`config.mk`:
```
export PLATFORM = sky130hd
export DESIGN_NAME = risc_datapath
export DESIGN_NICKNAME = d
export VERILOG_FILES = /design/src/rtl/cpu_pkg.sv /design/src/rtl/ctrl_reg.sv /design/src/rtl/risc_alu.sv /design/src/rtl/risc_datapath.sv
export SDC_FILE = /design/constraint.sdc
export NUM_CORES = 2
export LEC_CHECK = 0
export CORE_AREA = 10 10 517 569
export DETAILED_ROUTE_END_ITERATION = 12
export DIE_AREA = 0 0 527 579
export PLACE_DENSITY_LB_ADDON = 0.3
export RECOVER_POWER = 25
export SLEW_MARGIN = 20
export SYNTH_ARGS = -nofsm -noshare
export SYNTH_HDL_FRONTEND = slang
export SYNTH_HIERARCHICAL = 1
export SYNTH_SLANG_ARGS = --single-unit
export TNS_END_PERCENT = 50
```
`constraint.sdc`:
```
create_clock -name clk -period 18.25 [get_ports clk]
set_input_delay 4.5625 -clock clk [delete_from_list [all_inputs] [get_ports clk]]
set_output_delay 4.5625 -clock clk [all_outputs]
set_load 0.01 [all_outputs]
```
`src/rtl/cpu_pkg.sv`:
```
// Shared definitions for the accumulator CPU: bus source codes, ALU opcodes
// and default datapath widths, used by the datapath, controller and encoders.
package cpu_pkg;

    localparam int DATA_W_DEF = 8;
    localparam int ADDR_W_DEF = 8;

    typedef enum logic [2:0] {
        BUS_NONE = 3'd0,
        BUS_AR   = 3'd1,
        BUS_PC   = 3'd2,
        BUS_DR   = 3'd3,
        BUS_AC   = 3'd4,
        BUS_IR   = 3'd5,
        BUS_ZERO = 3'd6,
        BUS_MEM  = 3'd7
    } bus_sel_e;

    typedef enum logic [2:0] {
        ALU_ADD   = 3'd0,
        ALU_ASHL  = 3'd1,
        ALU_XNOR  = 3'd2,
        ALU_DIV2  = 3'd3,
        ALU_LOAD  = 3'd4,
        ALU_STORE = 3'd5,
        ALU_COMP  = 3'd6,
        ALU_ROUND = 3'd7
    } alu_op_e;

endpackage

```
`src/rtl/ctrl_reg.sv`:
```
// Register template with synchronous reset and clear > load > inc priority;
// increment wraps modulo 2**W.
module ctrl_reg #(
    parameter int W = 8
) (
    input  logic         clk,
    input  logic         reset,
    input  logic         load,
    input  logic         inc,
    input  logic         clear,
    input  logic [W-1:0] d,
    output logic [W-1:0] q
);

    // State update: reset and clear both zero the register
    always_ff @(posedge clk) begin
        if (reset || clear) begin
            q <= '0;
        end else if (load) begin
            q <= d;
        end else if (inc) begin
            q <= q + W'(1);
        end
    end

endmodule

```
`src/rtl/risc_alu.sv`:
```
// Combinational ALU: x is the accumulator, y the data register. Ops that do
// not define carry/overflow pass c_in/v_in straight through.
module risc_alu
    import cpu_pkg::*;
#(
    parameter int W = 8
) (
    input  logic [W-1:0] x,
    input  logic [W-1:0] y,
    input  logic [2:0]   op,
    input  logic         c_in,
    input  logic         v_in,
    output logic [W-1:0] result,
    output logic         c,
    output logic         v,
    output logic         z
);

    localparam logic [W-1:0] SMAX = {1'b0, {(W-1){1'b1}}};
    localparam logic [W-1:0] SMIN = {1'b1, {(W-1){1'b0}}};
    localparam logic [W-1:0] ONE  = {{(W-1){1'b0}}, 1'b1};

    logic [W:0] sum_s;

    // Function select and flag generation
    always_comb begin
        sum_s  = {1'b0, x} + {1'b0, y};
        result = y;
        c      = c_in;
        v      = v_in;
        case (alu_op_e'(op))
            ALU_ADD: begin
                result = sum_s[W-1:0];
                c      = sum_s[W];
                v      = (x[W-1] == y[W-1]) && (sum_s[W-1] != x[W-1]);
            end
            ALU_ASHL: begin
                result = {y[W-2:0], 1'b0};
                c      = y[W-1];
                v      = y[W-1] ^ y[W-2];
            end
            ALU_XNOR:  result = ~(x ^ y);
            ALU_DIV2: begin
                result = {y[W-1], y[W-1:1]};
                c      = y[0];
                v      = 1'b0;
            end
            ALU_LOAD:  result = y;
            ALU_STORE: result = x;
            ALU_COMP: begin
                result = ~y + ONE;
                c      = (y == '0);
                v      = (y == SMIN);
            end
            ALU_ROUND: begin
                // Rounding the largest positive value would flip the sign, so clamp it
                if (x == SMAX) begin
                    result = SMAX;
                    v      = 1'b1;
                end else begin
                    result = x + {{(W-1){1'b0}}, x[0]};
                    v      = 1'b0;
                end
                c = 1'b0;
            end
            default: begin
                result = y;
                c      = c_in;
                v      = v_in;
            end
        endcase
        z = (result == '0);
    end

endmodule

```
`src/rtl/risc_datapath.sv`:
```
// Accumulator-CPU datapath: IR/PC/AR/DR/AC on a common bus, ALU with flags,
// and a word-addressed RAM with asynchronous read and synchronous write.
module risc_datapath
    import cpu_pkg::*;
#(
    parameter int DATA_W    = DATA_W_DEF,
    parameter int ADDR_W    = ADDR_W_DEF,
    parameter int MEM_DEPTH = 256
) (
    input  logic              clk,
    input  logic              reset,
    input  logic              loadIR,
    input  logic              incIR,
    input  logic              clearIR,
    input  logic              loadDR,
    input  logic              incDR,
    input  logic              clearDR,
    input  logic              loadPC,
    input  logic              incPC,
    input  logic              clearPC,
    input  logic              loadAR,
    input  logic              incAR,
    input  logic              clearAR,
    input  logic              loadAC,
    input  logic              incAC,
    input  logic              clearAC,
    input  logic [2:0]        busSelectors,
    input  logic [2:0]        aluOpcode,
    input  logic              read,
    input  logic              write,
    input  logic              prog_we,
    input  logic [ADDR_W-1:0] prog_addr,
    input  logic [DATA_W-1:0] prog_data,
    output logic [DATA_W-1:0] IR,
    output logic [DATA_W-1:0] AC,
    output logic [ADDR_W-1:0] PC,
    output logic [ADDR_W-1:0] AR,
    output logic [DATA_W-1:0] DR,
    output logic              flag_c,
    output logic              flag_z,
    output logic              flag_v,
    output logic [DATA_W-1:0] bus
);

    logic [DATA_W-1:0] memArray_r [MEM_DEPTH];
    logic [DATA_W-1:0] bus_s;
    logic [DATA_W-1:0] aluResult_s;
    logic              aluC_s;
    logic              aluV_s;
    logic              aluZ_s;
    logic              unusedRead_s;

    // The bus source comes from busSelectors alone; read is only a strobe for observers
    assign unusedRead_s = read;
    assign bus          = bus_s;

    // Common bus source mux
    always_comb begin
        bus_s = '0;
        case (bus_sel_e'(busSelectors))
            BUS_NONE: bus_s = '0;
            BUS_AR:   bus_s = DATA_W'(AR);
            BUS_PC:   bus_s = DATA_W'(PC);
            BUS_DR:   bus_s = DR;
            BUS_AC:   bus_s = AC;
            BUS_IR:   bus_s = IR;
            BUS_ZERO: bus_s = '0;
            BUS_MEM:  bus_s = memArray_r[AR];
            default:  bus_s = '0;
        endcase
    end

    risc_alu #(.W(DATA_W)) uAlu (
        .x(AC), .y(DR), .op(aluOpcode), .c_in(flag_c), .v_in(flag_v),
        .result(aluResult_s), .c(aluC_s), .v(aluV_s), .z(aluZ_s)
    );

    ctrl_reg #(.W(DATA_W)) uIr (
        .clk(clk), .reset(reset), .load(loadIR), .inc(incIR), .clear(clearIR),
        .d(bus_s), .q(IR)
    );

    ctrl_reg #(.W(DATA_W)) uDr (
        .clk(clk), .reset(reset), .load(loadDR), .inc(incDR), .clear(clearDR),
        .d(bus_s), .q(DR)
    );

    ctrl_reg #(.W(DATA_W)) uAc (
        .clk(clk), .reset(reset), .load(loadAC), .inc(incAC), .clear(clearAC),
        .d(aluResult_s), .q(AC)
    );

    ctrl_reg #(.W(ADDR_W)) uPc (
        .clk(clk), .reset(reset), .load(loadPC), .inc(incPC), .clear(clearPC),
        .d(bus_s[ADDR_W-1:0]), .q(PC)
    );

    // A simultaneous loadAR/incAR resolves to the load inside the template
    ctrl_reg #(.W(ADDR_W)) uAr (
        .clk(clk), .reset(reset), .load(loadAR), .inc(incAR), .clear(clearAR),
        .d(bus_s[ADDR_W-1:0]), .q(AR)
    );

    // Flags follow whichever accumulator action wins its priority
    always_ff @(posedge clk) begin
        if (reset) begin
            flag_c <= 1'b0;
            flag_z <= 1'b0;
            flag_v <= 1'b0;
        end else if (clearAC) begin
            flag_c <= 1'b0;
            flag_z <= 1'b1;
            flag_v <= 1'b0;
        end else if (loadAC) begin
            flag_c <= aluC_s;
            flag_z <= aluZ_s;
            flag_v <= aluV_s;
        end else if (incAC) begin
            flag_z <= (AC == '1);
        end
    end

    // RAM write port: boot/test writes take priority, nothing commits during reset
    always_ff @(posedge clk) begin
        if (!reset) begin
            if (prog_we) begin
                memArray_r[prog_addr] <= prog_data;
            end else if (write) begin
                memArray_r[AR] <= AC;
            end
        end
    end

endmodule
```
==> results.py <==
metrics = {
    "run_status": {
        "status": "finished with violations",
        "violations": "max-capacitance violations, max-slew violations",
    },
    "sta": {
        "worstMarginPinSlew_ps": 5130,
        "hold_ws_ps": 551,
        "finalHoldViolCount": 0,
        "fin_skew_ps": 36.3,
        "fin_tns_setup_ps": 0,
        "final_max_slew_viol_count": 1049,
        "setup_violations": 0,
        "rsz0062_at_grt": "no",
        "finalCritPeriodShare_pct": 70.6,
        "fin_crit_ps": 12880,
        "max_freq_mhz": 77.6,
        "relSlewSlack_pct": -242,
    },
    "synth": {
        "ys_seq_area_share_pct": 74.0,
        "ys_seq_elements": 2091,
        "async_flop_share_pct": 0,
        "synth_top_family_by_area": "multiplexers",
        "yosysMostFrequentCell": "edfxtp_1",
        "netlist_area_um2": 84300,
        "ys.flop_type": "edfxtp_1",
        "yosys-top-cells-count": "2,048 x edfxtp_1, 398 x mux4_2, 327 x nor2_1",
        "yosys.area_share.simple_pct": 4.12,
        "syn_inst": 4454,
        "synthTopCellsByArea": "edfxtp_1 73%, mux4_2 11%, mux2i_1 3.4%",
        "synthAdderAreaFrac_pct": 0.276,
        "post-synth-top-area-cell": "edfxtp_1",
        "synth_fp_nets": 4514,
        "yosys.area.top_type_share_pct": 73.0,
        "yosys_warnings": 6,
        "synth-edff-count": 2048,
        "synth_mux_area_share_pct": 14.5,
        "synthXorXnorAreaFrac_pct": 0.322,
        "synth_cell_type_count": 81,
        "synth_compound_area_share_pct": 4.74,
        "avgSynthCellArea_um2": 18.9,
    },
    "power_and_ir_drop": {
        "swShare_pct": 22.0,
        "peakVddDrop_uv": 69.2,
        "pwr-share-clk_pct": 40.8,
        "power.switching_mw": 2.18,
        "internal_power_mw": 7.72,
        "power_leakage_nw": 28.2,
        "p_comb_share_pct": 5.3,
        "p_per_area_nw_per_um2": 104,
        "seqPwrFrac_pct": 53.9,
    },
    "floorplanning": {
        "rows": 205,
        "core_um2": 282000,
        "ioPinCount": 93,
        "die_area_um2": 305000,
        "die_height_um": 579,
        "start_util_pct": 29.8,
        "die_w_um": 527,
    },
    "cts": {
        "cts_root_buffer": "clkbuf_16",
        "cts_setup_buffers": 0,
        "cts_tree": "yes",
        "path_clk_slew_ps": 60,
        "ctsHtreeMaxLevel": 4,
        "cts_resized": 0,
        "cts_hold_buffers": 0,
        "cts_max_path_buffers": 3,
        "insertion_delay_ps": 850,
        "cts_made_buffers": 207,
        "cts_sinks": 2091,
    },
    "place": {
        "place_inst": 8104,
        "port_buffers": 91,
        "gp_congestion": 0.834,
        "hpwlAfterDp_um": 146000,
    },
    "route": {
        "via_per_inst": 5.25,
        "drcViolationCount": 0,
        "dr.first_iter.drc_count": 4872,
        "routed_wl_um": 238000,
        "dr.pass1.iters": 6,
        "wl_per_cell_um": 28.1,
        "ant_nets": 0,
        "route.vias.total": 44488,
    },
    "critical_path": {
        "critPathMaxFanout": 18,
        "worstPathArrival_ps": 8320,
        "crit_path_start_kind": "input pin",
        "worstSetupPathType": "input pin to output port",
        "end_kind": "output port",
        "cp.required_ps": 13690,
    },
    "cells_and_area": {
        "drive_gt1_share_pct": 16.5,
        "area_delta_synth_final_pct": 13.1,
        "fin_cells": 8475,
        "multiInputGateArea_um2": 20200,
        "nets": 4647,
        "seqCellArea_um2": 62400,
        "fillers": 26554,
    },
    "flow_run": {
        "maxCapViolations": 15,
    },
    "global_route": {
        "grt-ovfl-total": 0,
        "grt_pass1_wl_um": 337000,
        "grt_pass1_vias": 44455,
        "antenna_found_initial": 15,
        "grt_max_degree": 189,
        "grt_usage_pct": 15.1,
    },
    "worst_hold_path": {
        "hold_class": "register to register",
    },
}
==> critical path, cell delays in order <==
cell	delay (ps)
dlygate4sd3_1	950
nand3_1	600
a31oi_1	320
o221ai_1	400
a22oi_1	790
clkdlybuf4s50_1	680
==> per-layer routing <==
layer | global-route usage, % | up-vias | wire, um
met5 | 0 | - | 49
met3 | 3.10 | 377 | 17700
met2 | 24.9 | 1764 | 115000
li1 | - | 18591 | -
met1 | 19.8 | 23748 | 97200
met4 | 5.29 | 8 | 8460
==> kinds of logic (layout without fill, tap and decap cells) <==
family          after synthesis  after routing
compound gates              577            577
xor+xnor                     31             31
fa+ha+maj                    18             18
buf+inv                     284            575
flops                      2091           2091
mux                         700            700
other cells                   0              4
simple gates                753            753
==> power groups by stage <==
stage | sequential (mW) | clock (mW) | combinational (mW)
final | 5.33 | 4.04 | 0.524
after global routing | 5.33 | 4.30 | 0.554
after CTS | 5.32 | 4.11 | 0.533
after detailed placement | 5.42 | 0 | 0.532
after global placement | 5.42 | 0 | 0.523
after floorplan | 5.44 | 0 | 0.314
==> sequential cells by signal, indices dropped and copies added (netlist names) <==
register,cells
flag_c,1
flag_v,1
flag_z,1
memArray_r,2048
uAc/q,8
uAr/q,8
uDr/q,8
uIr/q,8
uPc/q,8
==> final timing paths <==
| path | start | endpoint | depth (start not counted) | slack [ps] |
|---|---|---|---|---|
| worst min-delay path | flag_v | flag_v | 2 | 550 |
| worst max-delay path | busSelectors[1] | bus[7] | 6 | 5370 |
| worst max register to register | uAc/q[0] | memArray_r[12][0] | 4 | 10630 |
| worst min register to register | flag_v | flag_v | 2 | 550 |
==> through the flow <==
step / setup slack (ps) / utilization [%] / instance area (um^2) / total power, mW
6_report: 5370 / 33.7 / 95300 / 9.89
5_1_grt: 5180 / 33.7 / 95300 / 10.2
4_1_cts: 5560 / 33.8 / 95400 / 9.97
3_5_place_dp: 5550 / 31.6 / 89100 / 5.95
3_3_place_gp: 5570 / 31.6 / 89100 / 5.94
2_1_floorplan: 7630 / - / 84300 / 5.76
==> cell type report <==
type	instances	share of cell area [%]
repair buffers	188	1.76
flip-flops and latches	2091	65.4
well taps	3726	4.89
clock buffers	275	5.83
clock inverters	92	0.754
inverters	20	0.0814
multi-input cells	2079	21.2
diodes	4	0.0105
==> cells in the final DEF, fill, tap and decap left out, types with 11 or more instances in the layout <==
cell type,netlist,final
mux4_2,398,398
xnor2_1,11,11
nand4_1,33,33
a21oi_1,105,105
nand2_1,209,206
nand2b_1,18,16
nor2_1,327,325
a31oi_1,20,20
a22oi_1,59,59
nand3_1,45,44
a211oi_1,49,49
mux4_1,13,13
o22ai_1,85,85
or3_1,16,16
clkdlybuf4s50_1,0,55
clkbuf_16,0,212
dlygate4sd3_1,0,35
o221ai_1,80,80
a2111oi_0,20,18
o21ai_0,71,69
nor3_1,15,15
nor2b_1,22,19
dfxtp_1,43,39
mux2i_1,283,283
inv_1,15,16
buf_4,15,75
clkinv_1,0,49
ha_1,17,17
clkinv_2,0,19
edfxtp_1,2048,2048
clkbuf_1,105,76
xor2_1,20,20
No activity file was read; power rests on OpenSTA's default activity.
